$ cat config.mk
export PLATFORM = sky130hd
export DESIGN_NAME = fifo4_push_arb_ctrl_flat
export DESIGN_NICKNAME = d
export VERILOG_FILES = /design/src/rtl/fifo_pkg.sv /design/src/rtl/fifo4_push_arb_ctrl_if.sv /design/src/rtl/fifo4_push_arb_ctrl_rr_arb2.sv /design/src/rtl/fifo4_push_arb_ctrl.sv /design/src/flat_wrapper.sv
export SDC_FILE = /design/constraint.sdc
export NUM_CORES = 1
export LEC_CHECK = 0
export CAP_MARGIN = 20
export CORE_MARGIN = 8
export CORE_UTILIZATION = 47
export DETAILED_ROUTE_END_ITERATION = 10
export HOLD_SLACK_MARGIN = 0.08
export PLACE_DENSITY_LB_ADDON = 0.25
export SYNTH_ARGS = -nofsm -noshare
export SYNTH_HDL_FRONTEND = slang
export SYNTH_HIERARCHICAL = 1
export SYNTH_SLANG_ARGS = --single-unit
$ cat constraint.sdc
create_clock -name clk -period 3.2 [get_ports clk]
set_input_delay 0.64 -clock clk [delete_from_list [all_inputs] [get_ports clk]]
set_output_delay 0.64 -clock clk [all_outputs]
set_load 0.005 [all_outputs]
$ cat src/rtl/fifo_pkg.sv
// Shared constants and FSM encoding for the 4-entry FIFO push/pop controller.
package fifo_pkg;

    localparam int DEPTH = 4;
    localparam int PTR_W = 2;
    localparam int CNT_W = 3;

    typedef enum logic [1:0] {
        ST_EMPTY   = 2'b00,
        ST_PARTIAL = 2'b01,
        ST_FULL    = 2'b10
    } state_t;

    localparam logic WR_SEL_A = 1'b0;
    localparam logic WR_SEL_B = 1'b1;

endpackage

$ cat src/rtl/fifo4_push_arb_ctrl_if.sv
// Handshake and status bundle between producers/consumer and the FIFO controller.
interface fifo4_push_arb_ctrl_if;
    import fifo_pkg::*;

    logic             req_a;
    logic             req_b;
    logic             pop_fifo;
    logic             gnt_a;
    logic             gnt_b;
    logic             pop_ok;
    logic [DEPTH-1:0] wr_en;
    logic             wr_sel;
    logic [PTR_W-1:0] curr_head;
    logic [PTR_W-1:0] curr_tail;
    logic [CNT_W-1:0] count;
    logic             fifo_empty;
    logic             fifo_full;

    modport master (
        output req_a, req_b, pop_fifo,
        input  gnt_a, gnt_b, pop_ok, wr_en, wr_sel,
        input  curr_head, curr_tail, count, fifo_empty, fifo_full
    );

    modport slave (
        input  req_a, req_b, pop_fifo,
        output gnt_a, gnt_b, pop_ok, wr_en, wr_sel,
        output curr_head, curr_tail, count, fifo_empty, fifo_full
    );

endinterface

$ cat src/rtl/fifo4_push_arb_ctrl_rr_arb2.sv
// Two-requester round-robin arbiter; req[0]/gnt[0] is producer A, req[1]/gnt[1] is B.
module rr_arb2 (
    input  logic       clk,
    input  logic       rst,
    input  logic [1:0] req,
    input  logic       en,
    output logic [1:0] gnt
);

    logic r_last_b;

    always_comb begin
        gnt = 2'b00;
        if (en) begin
            case (req)
                2'b01:   gnt = 2'b01;
                2'b10:   gnt = 2'b10;
                2'b11:   gnt = r_last_b ? 2'b01 : 2'b10;
                default: gnt = 2'b00;
            endcase
        end
    end

    // Priority only moves on a real grant, so a blocked push keeps its turn.
    always_ff @(posedge clk or negedge rst) begin
        if (!rst)
            r_last_b <= 1'b0;
        else if (|gnt)
            r_last_b <= gnt[1];
    end

endmodule

$ cat src/rtl/fifo4_push_arb_ctrl.sv
// Push arbitration, head/tail pointers and occupancy FSM for a 4-entry register FIFO.
//   state      | meaning
//   ST_EMPTY   | no entries; pops are ignored
//   ST_PARTIAL | 1..3 entries; push and pop both allowed
//   ST_FULL    | 4 entries; pushes blocked, pop allowed
module fifo4_push_arb_ctrl #(
    parameter int DEPTH = 4,
    parameter int PTR_W = 2
) (
    input logic                  clk,
    input logic                  rst,
    fifo4_push_arb_ctrl_if.slave bus
);

    localparam int CW = fifo_pkg::CNT_W;

    fifo_pkg::state_t r_state;
    fifo_pkg::state_t w_state_nxt;
    logic [PTR_W-1:0] r_head;
    logic [PTR_W-1:0] r_tail;
    logic [CW-1:0]    r_count;
    logic [CW-1:0]    w_count_nxt;
    logic [1:0]       w_gnt;
    logic             w_full;
    logic             w_empty;
    logic             w_gnt_a;
    logic             w_gnt_b;
    logic             w_push;
    logic             w_pop;
    logic [DEPTH-1:0] w_wr_en;

    assign w_full  = (r_state == fifo_pkg::ST_FULL);
    assign w_empty = (r_state == fifo_pkg::ST_EMPTY);

    rr_arb2 u_arb (
        .clk (clk),
        .rst (rst),
        .req ({bus.req_b, bus.req_a}),
        .en  (~w_full),
        .gnt (w_gnt)
    );

    // Grants are masked while reset is held so no write strobe escapes.
    assign w_gnt_a = w_gnt[0] & rst;
    assign w_gnt_b = w_gnt[1] & rst;
    assign w_push  = w_gnt_a | w_gnt_b;
    assign w_pop   = bus.pop_fifo & ~w_empty & rst;
    assign w_wr_en = w_push ? ({{(DEPTH-1){1'b0}}, 1'b1} << r_tail) : '0;

    assign bus.gnt_a      = w_gnt_a;
    assign bus.gnt_b      = w_gnt_b;
    assign bus.pop_ok     = w_pop;
    assign bus.wr_en      = w_wr_en;
    assign bus.wr_sel     = w_gnt_b ? fifo_pkg::WR_SEL_B : fifo_pkg::WR_SEL_A;
    assign bus.curr_head  = r_head;
    assign bus.curr_tail  = r_tail;
    assign bus.count      = r_count;
    assign bus.fifo_empty = w_empty;
    assign bus.fifo_full  = w_full;

    always_ff @(posedge clk or negedge rst) begin
        if (!rst) begin
            r_head  <= '0;
            r_tail  <= '0;
            r_count <= '0;
        end else begin
            if (w_push)
                r_tail <= r_tail + PTR_W'(1);
            if (w_pop)
                r_head <= r_head + PTR_W'(1);
            r_count <= w_count_nxt;
        end
    end

    always_ff @(posedge clk or negedge rst) begin
        if (!rst)
            r_state <= fifo_pkg::ST_EMPTY;
        else
            r_state <= w_state_nxt;
    end

    always_comb begin
        w_count_nxt = r_count;
        w_state_nxt = r_state;
        case ({w_push, w_pop})
            2'b10:   w_count_nxt = r_count + CW'(1);
            2'b01:   w_count_nxt = r_count - CW'(1);
            default: w_count_nxt = r_count;
        endcase
        case (r_state)
            fifo_pkg::ST_EMPTY: begin
                if (w_push)
                    w_state_nxt = fifo_pkg::ST_PARTIAL;
            end
            fifo_pkg::ST_PARTIAL: begin
                if (w_push && !w_pop && r_count == CW'(DEPTH - 1))
                    w_state_nxt = fifo_pkg::ST_FULL;
                else if (w_pop && !w_push && r_count == CW'(1))
                    w_state_nxt = fifo_pkg::ST_EMPTY;
            end
            fifo_pkg::ST_FULL: begin
                if (w_pop)
                    w_state_nxt = fifo_pkg::ST_PARTIAL;
            end
            default: w_state_nxt = fifo_pkg::ST_EMPTY;
        endcase
    end

endmodule

$ cat src/flat_wrapper.sv
// flat-port wrapper written by rule: the top's interface ports become plain ports
module fifo4_push_arb_ctrl_flat 
#(
    parameter int DEPTH = 4,
    parameter int PTR_W = 2
)
  (clk, rst, bus_req_a, bus_req_b, bus_pop_fifo, bus_gnt_a, bus_gnt_b, bus_pop_ok, bus_wr_en, bus_wr_sel, bus_curr_head, bus_curr_tail, bus_count, bus_fifo_empty, bus_fifo_full);
  fifo4_push_arb_ctrl_if bus_i ();
  input logic clk;
  input logic rst;
  input wire logic [$bits(bus_i.req_a)-1:0] bus_req_a;
  input wire logic [$bits(bus_i.req_b)-1:0] bus_req_b;
  input wire logic [$bits(bus_i.pop_fifo)-1:0] bus_pop_fifo;
  output wire logic [$bits(bus_i.gnt_a)-1:0] bus_gnt_a;
  output wire logic [$bits(bus_i.gnt_b)-1:0] bus_gnt_b;
  output wire logic [$bits(bus_i.pop_ok)-1:0] bus_pop_ok;
  output wire logic [$bits(bus_i.wr_en)-1:0] bus_wr_en;
  output wire logic [$bits(bus_i.wr_sel)-1:0] bus_wr_sel;
  output wire logic [$bits(bus_i.curr_head)-1:0] bus_curr_head;
  output wire logic [$bits(bus_i.curr_tail)-1:0] bus_curr_tail;
  output wire logic [$bits(bus_i.count)-1:0] bus_count;
  output wire logic [$bits(bus_i.fifo_empty)-1:0] bus_fifo_empty;
  output wire logic [$bits(bus_i.fifo_full)-1:0] bus_fifo_full;
  assign bus_i.req_a = bus_req_a;
  assign bus_i.req_b = bus_req_b;
  assign bus_i.pop_fifo = bus_pop_fifo;
  assign bus_gnt_a = bus_i.gnt_a;
  assign bus_gnt_b = bus_i.gnt_b;
  assign bus_pop_ok = bus_i.pop_ok;
  assign bus_wr_en = bus_i.wr_en;
  assign bus_wr_sel = bus_i.wr_sel;
  assign bus_curr_head = bus_i.curr_head;
  assign bus_curr_tail = bus_i.curr_tail;
  assign bus_count = bus_i.count;
  assign bus_fifo_empty = bus_i.fifo_empty;
  assign bus_fifo_full = bus_i.fifo_full;
  fifo4_push_arb_ctrl #(.DEPTH(DEPTH), .PTR_W(PTR_W)) u_core (.clk(clk), .rst(rst), .bus(bus_i));
endmodule
Word level (Yosys, flattened, before mapping)
Index checks and enable logic that the tools add are counted.

word-level totals
  bits in registers = 10
  input port bits = 5
  output and inout port bits = 17
  logic and storage cells = 49

cells by class
  $add $sub $neg = 4
  equal/unequal tests = 12
  shift-type cells = 1
  multiplexer cells = 11
  bitwise logic cells = 6
  reduce and logical (&&, ||, !) cells = 10

operator list
  kind                                              count
  two-way mux 2 bit                                 6
  one-hot mux 2 bit (3 select lines)                2
  == test 2 bit, second input constant              4
  == test 2 x 1 -> 1 bit, second input constant     3
  one-hot mux 3 bit (2 select lines)                1
  adder 2 x 1 -> 2 bit, second input constant       2
  bitwise AND 1 bit                                 4
  logical AND 1 bit                                 4
  two-way mux 4 bit                                 1
  left shift 1 x 2 -> 4 bit, first input constant   1
  adder 3 x 1 -> 3 bit, second input constant       1
  == test 3 x 1 -> 1 bit, second input constant     1
  == test 3 x 2 -> 1 bit, second input constant     1
  != test 3 x 1 -> 1 bit, second input constant     1
  AND reduction 3 bit                               1
  subtractor 3 x 1 -> 3 bit, second input constant  1
  zero test 1 bit                                   2
  zero test 2 bit                                   1
  != test 2 x 1 -> 1 bit, second input constant     1
  != test 2 bit, second input constant              1
  nonzero test 2 bit                                1
  OR reduction 2 bit                                1
  two-way mux 1 bit                                 1
  NOT 1 bit                                         1
  OR 1 bit                                          1

Longest topological paths before layout
Gate-level depths: netlist of run 1.

  depth after elaboration = 11
  gate-level depth with buffers = 9
  depth with buffers taken out = 9

Modules after synthesis
Netlist of run 1, hierarchy kept.

modules (own cells, without submodules)
  module               instances  cells an instance  area each (sq um)
  fifo4_push_arb_ctrl  1          63                 599.3
  rr_arb2              1          8                  61.3

Worst setup path before layout of run 1
OpenSTA, ideal clock, no wires.

  kind = input to output
  start = in bus_req_b
  end = out bus_wr_en[0]
  data arrival time = 1.225 ns
  required time = 2.560 ns
  setup slack = 1.335 ns
  cell stages on the path = 5
  buffers on the path = 0
  cell sequence = nand2_1 > a21oi_1 > o21ai_1 > inv_2 > and2_1

between the ends
  cells in the longest elaborated chain, start to end = 6
  elaborated cells between the ends (all ways) = 9

ends and longest elaborated chain
  item                                                     RTL line                           text
  start: declaration                                       flat_wrapper.sv:12                 input wire logic [$bits(bus_i.req_b)-1:0] bus_req_b;
  == test 2 bit or == test 2 x 1 -> 1 bit (tied branches)  fifo4_push_arb_ctrl_rr_arb2.sv:15  case (req)
  one-hot mux 2 bit (3 select lines) (*)                   fifo4_push_arb_ctrl_rr_arb2.sv:15
  two-way mux 2 bit (*)                                    fifo4_push_arb_ctrl_rr_arb2.sv:14  if (en) begin
  via u_core.w_gnt[1]                                      fifo4_push_arb_ctrl.sv:23          logic [1:0] w_gnt;
  bitwise AND 1 bit (*)                                    fifo4_push_arb_ctrl.sv:45          assign w_gnt_b = w_gnt[1] & rst;
  OR 1 bit (*)                                             fifo4_push_arb_ctrl.sv:46          assign w_push = w_gnt_a | w_gnt_b;
  via u_core.w_push                                        fifo4_push_arb_ctrl.sv:28          logic w_push;
  two-way mux 4 bit (*)                                    fifo4_push_arb_ctrl.sv:48          assign w_wr_en = w_push ? ({{(DEPTH-1){1'b0}}, 1'b1} << r_tail) : '0;
  end: declaration                                         flat_wrapper.sv:17                 output wire logic [$bits(bus_i.wr_en)-1:0] bus_wr_en;

Mark *: on every way through the listed nets, which the timed path passes. The rest lies on a longest branch.

Worst setup path in the final report of run 1
  start = in bus_req_b
  end = out bus_wr_en[3]

The elaborated chain is that of the path after synthesis.

==> results by group, run 1 <==
Status
  – Status: completed

Synthesis
  – Synth Area in Simple Gates: 14.4%
  – Largest family of logic cells by synthesized area: adder cells
  – Compound-gate portion of the synthesized area: 14.8%
  – Seq/Total Area, Yosys: 37.9%
  – Post-synthesis mux area share: 0%
  – Syn Nets: 86
  – Register bit total from synthesis: 10
  – Netlist cell types: 22
  – Synth area leader: dfrtp_1
  – Area contributors post-synth: dfrtp_1 38%, ha_1 19%, xnor2_1 6.6%
  – Post-Syn Area: 661 sq um
  – Post-synthesis xor/xnor area fraction: 6.63%
  – Yosys warns: 6
  – Syn Inst Count: 71
  – Adder-cell share of the synthesized area: 18.9%
  – Syn Area/Cell: 9.30 sq um
  – Top cell type's share of synthesized area: 37.9%

Clocking
  – CTS Buffer Depth: 2
  – Cts hold-fix bufs: 0
  – CTS tree: built
  – Clk sink count: 10
  – Number of H-tree levels: 1
  – CTS resizes: 0
  – Number of CTS-inserted buffers: 3
  – Worst-Skew Late Latency: 0.26 ns
  – Post-CTS Setup Bufs: 0
  – Root Driver: clkbuf_4
  – Clock slew at the register clock pins of the worst setup and hold paths: 0.07 ns

Power
  – Sequential power share: 34.5%
  – Sw Share: 36.7%
  – Maximum vdd drop: 0.414 mV
  – Final Power: 705 uW
  – Clk pwr share: 11.9%
  – Power Internal: 446 uW
  – P_leak: 0.438 nW
  – Gate power share: 53.6%
  – Power Density: 773 mW/mm^2
  – Sw Pwr: 258 uW

Die
  – I/O pin total: 22
  – Initial Utilization: 50.8%
  – Core Area: 0.00130 sq mm
  – Die area: 0.00286 sq mm
  – Die Y: 53.5 um
  – Row cnt: 13
  – DIE WIDTH: 53.5 um

Global routing
  – Largest net degree at the start of global routing: 10
  – First-pass GRT wire length: 2520 um
  – All-Layer GR Usage: 11.7%
  – Global route total overflow: 0
  – Initial antenna violation count: 0
  – Vias in the first global route: 582

Critical path
  – Delay-heaviest family, CP: buffers and inverters
  – Reg2Reg Setup Slack: 1.28 ns
  – WP data arrival: 2.34 ns
  – Max stage delay on crit path: 0.50 ns
  – Critical Path End Type: output pin
  – Worst flop-to-flop path startpoint: u_core/r_state[0]
  – Crit-path most repeated cell: clkdlybuf4s50_1
  – Reg2reg path depth: 8
  – WS Path Type: primary input to output pin
  – Crit path required time: 2.56 ns
  – Critical Path, Cell by Cell: clkdlybuf4s50_1 -> nand2_1 -> a21oi_1 -> o21ai_1 -> inv_2 -> and2_1 -> clkdlybuf4s50_1
  – Startpoint type of the worst setup path: primary input
  – CP max stage cell: clkdlybuf4s50_1
  – CP Max Fanout: 8
  – Reg-to-Reg End: u_core/bus.count[2]
  – Critical path buffers and inverters: 3

Routing
  – Drt first pass iters: 4
  – DR vias: 560
  – Post-Route WL: 1500 um
  – # DRC: 0
  – Remaining antenna violation count: 0
  – DRT iter0 DRCs: 8
  – Drt via density: 5.09
  – DR WL/cell: 13.6 um

Placed design
  – Port bufs: 21
  – Post-DP HPWL: 1210 um
  – Final Wtd Congestion: 0.814
  – Placed inst area: 890 sq um

Final layout
  – Layout cells sized above 1: 8.42%
  – Final instance area: 912 sq um
  – Most frequent cells in the layout: 21 x clkdlybuf4s50_1, 10 x ha_1, 10 x dfrtp_1
  – Final nets: 112
  – # diodes: 0
  – Most common cell after layout, fill and taps aside: clkdlybuf4s50_1
  – Area Growth Syn to Fin: 38.1%

Timing
  – Final Cycle Share: 93.2%
  – RSZ-0062 raised after global routing: no
  – Worst-Margin Slew: 0.307 ns
  – Worst Skew: 0.00369 ns
  – Final setup vio count: 0
  – Setup TNS: 0 ns
  – Fin. Hold Viols: 0
  – Slew headroom: 79.5%
  – Minimum clock period after layout: 2.98 ns
  – Max-slew violations: 0
  – Fmax: 0.335 GHz

Worst hold path
  – Hold Crit Depth: 1
  – Worst hold endpoint: u_core/bus.curr_head[1]
  – HP Start: u_core/bus.curr_head[1]
  – Hold Crit Class: register to register

Flow run
  – Max-Cap Viols: 0
==> synthesized netlist by cell type <==
master,instances
nor3_1,1
nor2_1,2
inv_2,2
ha_1,10
nor2b_1,1
a31oi_1,1
o211ai_2,1
and3_1,1
a41o_1,1
xnor2_1,5
nand2_1,7
o22ai_1,1
and2_1,6
dfrtp_1,10
buf_4,1
o2111ai_1,1
inv_1,9
nand2b_1,1
a21oi_2,1
a21oi_1,4
o21ai_0,1
o21ai_1,4
==> power groups by stage <==
stage               logic, mW  registers [mW]  clock network [mW]
finish                  0.378           0.243              0.0842
global route            0.427           0.254              0.0911
CTS                     0.384           0.244              0.0866
detailed placement      0.376           0.246                   0
global placement        0.362           0.243                   0
floorplan               0.192           0.241                   0
==> layer usage <==
| metal | part of all wire (%) | global-route usage [%] |
|---|---|---|
| met5 | 0 | 0 |
| met4 | 0 | 2.52 |
| met3 | 8.4 | 3.64 |
| met2 | 51 | 21.7 |
| met1 | 41 | 12.4 |
==> sequential cells by signal, indices dropped and copies added, names as in the netlist <==
register,count
u_core/r_state,2
u_core/bus.curr_tail,2
u_core/u_arb/r_last_b,1
u_core/bus.curr_head,2
u_core/bus.count,3
==> worst register-to-register path: stages, from the launching register on <==
cell and delay, ns:
dfrtp_1 0.43, nand2b_1 0.22, nand2_1 0.11, a21oi_1 0.21, o21ai_1 0.13, inv_2 0.15, ha_1 0.31, a21oi_1 0.16
o22ai_1 0.09
==> cell families after synthesis <==
family | Yosys count
AO/OA/AOI/OAI | 15
XOR/XNOR | 5
adder cells (fa/ha/maj) | 10
buffers and inverters | 12
flip-flops | 10
AND/OR/NAND/NOR | 19
==> through the flow <==
step	hold WS [ns]	setup WS (ns)	utilization (%)	std cells
after floorplan	0.344	1.34	-	71
after global placement	0.458	0.238	68.4	107
after detailed placement	0.465	0.220	68.4	107
after CTS	0.476	0.211	70.1	110
after global routing	0.525	0.0841	70.1	110
final	0.476	0.218	70.1	110
==> final cells by class <==
type | instances | area [sq um]
fill | 118 | 389
multi-input combinational | 49 | 362
sequential | 10 | 250
timing repair buffer | 22 | 218
inverter | 11 | 41.3
clock buffer | 3 | 22.5
tap | 15 | 18.8
==> worst max-delay path by stage <==
stage               from           end  cells past startpoint
2_1_floorplan  bus_req_b  bus_wr_en[0]                      5
3_3_place_gp   bus_req_b  bus_wr_en[3]                      7
3_5_place_dp   bus_req_b  bus_wr_en[3]                      7
4_1_cts        bus_req_b  bus_wr_en[3]                      7
5_1_grt        bus_req_a  bus_wr_en[3]                      7
6_report       bus_req_b  bus_wr_en[3]                      7
Note: power is estimated with default switching activity, not from simulation.
==> run 2: changes to the inputs <==
--- a/config.mk
+++ b/config.mk
@@ -10,7 +10,7 @@
 export CORE_UTILIZATION = 47
 export DETAILED_ROUTE_END_ITERATION = 10
 export HOLD_SLACK_MARGIN = 0.08
-export PLACE_DENSITY_LB_ADDON = 0.25
+export PLACE_DENSITY = 0.82
 export SYNTH_ARGS = -nofsm -noshare
 export SYNTH_HDL_FRONTEND = slang
 export SYNTH_HIERARCHICAL = 1
==> run 2 against run 1 <==
Effect of this change:
- sequential cell count unchanged
- cell area up 1.5%
- worst setup slack better by 0.0052 ns
- worst hold slack better by 0.0042 ns
- utilization up 1.1 points
- critical endpoint is now bus_wr_en[1]
- largest power group unchanged
- highest routed layer unchanged
==> results by group, run 2 (synthesis gave the netlist of run 1 again) <==
Critical path
  – Critical Path, Cell by Cell: clkdlybuf4s50_1 -> nand2_1 -> a21oi_1 -> o21ai_1 -> inv_2 -> and2_1 -> clkdlybuf4s50_1
  – WS Path Type: primary input to output pin
  – Max stage delay on crit path: 0.50 ns (about the same)
  – Crit path required time: 2.56 ns (about the same)
  – WP data arrival: 2.34 ns (about the same)
  – Reg-to-Reg End: u_core/bus.count[2]
  – Reg2reg path depth: 8 (unchanged)
  – Crit-path most repeated cell: clkdlybuf4s50_1
  – Critical path buffers and inverters: 3 (unchanged)
  – CP Max Fanout: 8 (unchanged)
  – CP max stage cell: clkdlybuf4s50_1
  – Critical Path End Type: output pin
  – Worst flop-to-flop path startpoint: u_core/r_state[0]
  – Reg2Reg Setup Slack: 1.27 ns (about the same)
  – Delay-heaviest family, CP: buffers and inverters
  – Startpoint type of the worst setup path: primary input

Final layout
  – Max FFs per register: 3 (unchanged)
  – # diodes: 0 (unchanged)
  – Most common cell after layout, fill and taps aside: clkdlybuf4s50_1
  – Area Growth Syn to Fin: 40.2%
  – Layout cells sized above 1: 9.38% (+0.95 points)
  – Core occupancy in the finished layout: 71.2% (+1.1 points)
  – Most frequent cells in the layout: 21 x clkdlybuf4s50_1, 10 x ha_1, 10 x dfrtp_1
  – Final nets: 112 (unchanged)

Worst hold path
  – HP Start: u_core/bus.curr_head[1]
  – Worst hold endpoint: u_core/bus.curr_head[1]
  – Hold Crit Class: register to register
  – Hold Crit Depth: 1 (unchanged)

Clocking
  – Clk sink count: 10 (unchanged)
  – Number of CTS-inserted buffers: 3 (unchanged)
  – Clock slew at the register clock pins of the worst setup and hold paths: 0.07 ns (about the same)
  – CTS tree: built
  – CTS resizes: 0 (unchanged)
  – CTS Buffer Depth: 2 (unchanged)
  – Root Driver: clkbuf_4
  – Number of H-tree levels: 1 (unchanged)
  – Worst-Skew Late Latency: 0.26 ns (about the same)
  – Post-CTS Setup Bufs: 0 (unchanged)
  – Cts hold-fix bufs: 0 (unchanged)

Global routing
  – Initial antenna violation count: 0 (unchanged)
  – Global route total overflow: 0 (unchanged)
  – Largest net degree at the start of global routing: 11 (+1)
  – First-pass GRT wire length: 2210 um (-12%)
  – All-Layer GR Usage: 10.3% (-1.4 points)
  – Vias in the first global route: 529 (-9.1%)

Status
  – Status: completed

Power
  – Sequential power share: 33.3% (-1.2 points)
  – Sw Pwr: 261 uW (+1.1%)
  – Power Density: 789 mW/mm^2 (+2.2%)
  – P_leak: 0.445 nW (+1.6%)
  – Clk pwr share: 15.7% (+3.8 points)
  – Power Internal: 470 uW (+5.3%)
  – Maximum vdd drop: 0.446 mV (+7.6%)
  – Gate power share: 51.0% (-2.6 points)
  – Sw Share: 35.7% (-0.94 points)

Timing
  – Fin. Hold Viols: 0 (unchanged)
  – Fmax: 0.336 GHz (+0.17%)
  – Final setup vio count: 0 (unchanged)
  – PnR worst setup slack: 0.224 ns (+0.00520 ns)
  – Worst-Margin Slew: 0.246 ns (-0.0614 ns)
  – Setup TNS: 0 ns (unchanged)
  – RSZ-0062 raised after global routing: no
  – Worst Skew: 0.000821 ns (-0.00287 ns)
  – Minimum clock period after layout: 2.98 ns (-0.00520 ns)
  – Final Cycle Share: 93.0% (-0.16 points)
  – Max-slew violations: 0 (unchanged)
  – Slew headroom: 83.6% (+4.1 points)

Die
  – Initial Utilization: 50.8% (unchanged)
  – Core Area: 0.00130 sq mm (unchanged)
  – Die area: 0.00286 sq mm (unchanged)
  – I/O pin total: 22 (unchanged)
  – Die Y: 53.5 um (unchanged)
  – Row cnt: 13 (unchanged)
  – DIE WIDTH: 53.5 um (unchanged)

Routing
  – # DRC: 0 (unchanged)
  – Drt first pass iters: 4 (unchanged)
  – Remaining antenna violation count: 0 (unchanged)
  – DR vias: 554 (-1.1%)
  – DR WL/cell: 13.0 um (-4.1%)
  – Drt via density: 4.99 (-2.0%)
  – Post-Route WL: 1450 um (-3.3%)
  – DRT iter0 DRCs: 9 (+1)

Placed design
  – Final Wtd Congestion: 0.798 (-2.0%)
  – Post-DP HPWL: 1180 um (-2.1%)
  – Place WS: 0.226 ns (+0.00628 ns)
  – Port bufs: 21 (unchanged)

Flow run
  – Max-Cap Viols: 0 (unchanged)
-- run 2: cell types whose count changed in the layout (fill, tap and decap cells not counted) --
cell | previous run | this run
clkbuf_8 | 0 | 1
-- run 2: worst register-to-register path: cells and delay by family (launching register included) --
kind / cells / cell delay [ns]
and+or+nand+nor: 2 / 0.34
DFF: 1 / 0.44
AOI/OAI and AO/OA: 4 / 0.58
adders and majority gates: 1 / 0.31
buffers and inverters: 1 / 0.15
-- run 2: final cells by class --
type / instances / area [sq um]
inverter: 11 / 41.3
fill: 108 / 375
clock buffer: 4 / 36.3
sequential: 10 / 250
multi-input combinational: 49 / 362
timing repair buffer: 22 / 218
tap: 15 / 18.8
-- run 2: power groups by stage --
stage | clock, mW | combinational [mW] | sequential (mW)
global placement | 0 | 0.365 | 0.242
detailed placement | 0 | 0.376 | 0.246
global route | 0.122 | 0.418 | 0.252
floorplan | 0 | 0.192 | 0.241
finish | 0.114 | 0.373 | 0.244
CTS | 0.115 | 0.379 | 0.244
-- run 2: worst max path at each step --
stage	from	end	slack (ns)	cells after the start
2_1_floorplan	bus_req_b	bus_wr_en[0]	1.34	5
3_3_place_gp	bus_req_b	bus_wr_en[0]	0.25	7
3_5_place_dp	bus_req_b	bus_wr_en[1]	0.23	7
4_1_cts	bus_req_b	bus_wr_en[1]	0.22	7
5_1_grt	bus_req_b	bus_wr_en[1]	0.10	7
6_report	bus_req_b	bus_wr_en[1]	0.22	7
-- run 2: through the flow --
stage               total power [mW]  hold WS [ns]  cells  cell area, sq um
finish                         0.731         0.480    111               926
detailed placement             0.622         0.477    107               890
floorplan                      0.433         0.344     71               661
global placement               0.607         0.457    107               890
CTS                            0.738         0.491    111               926
global route                   0.792         0.502    111               926
-- run 2: routing by layer --
metal	global-route usage, %	vias to the layer above	wire [um]
li1	-	282	-
met3	3.36	0	122
met5	0	-	0
met4	3.78	0	0
met2	18.4	17	698
met1	10.9	255	627
==> run 3: changes to the inputs <==
--- a/config.mk
+++ b/config.mk
@@ -11,6 +11,7 @@
 export DETAILED_ROUTE_END_ITERATION = 10
 export HOLD_SLACK_MARGIN = 0.08
 export PLACE_DENSITY = 0.82
+export SLEW_MARGIN = 20
 export SYNTH_ARGS = -nofsm -noshare
 export SYNTH_HDL_FRONTEND = slang
 export SYNTH_HIERARCHICAL = 1
==> results of run 3 <==
No change in the layout: final DEF, timing and power equal those of run 2.
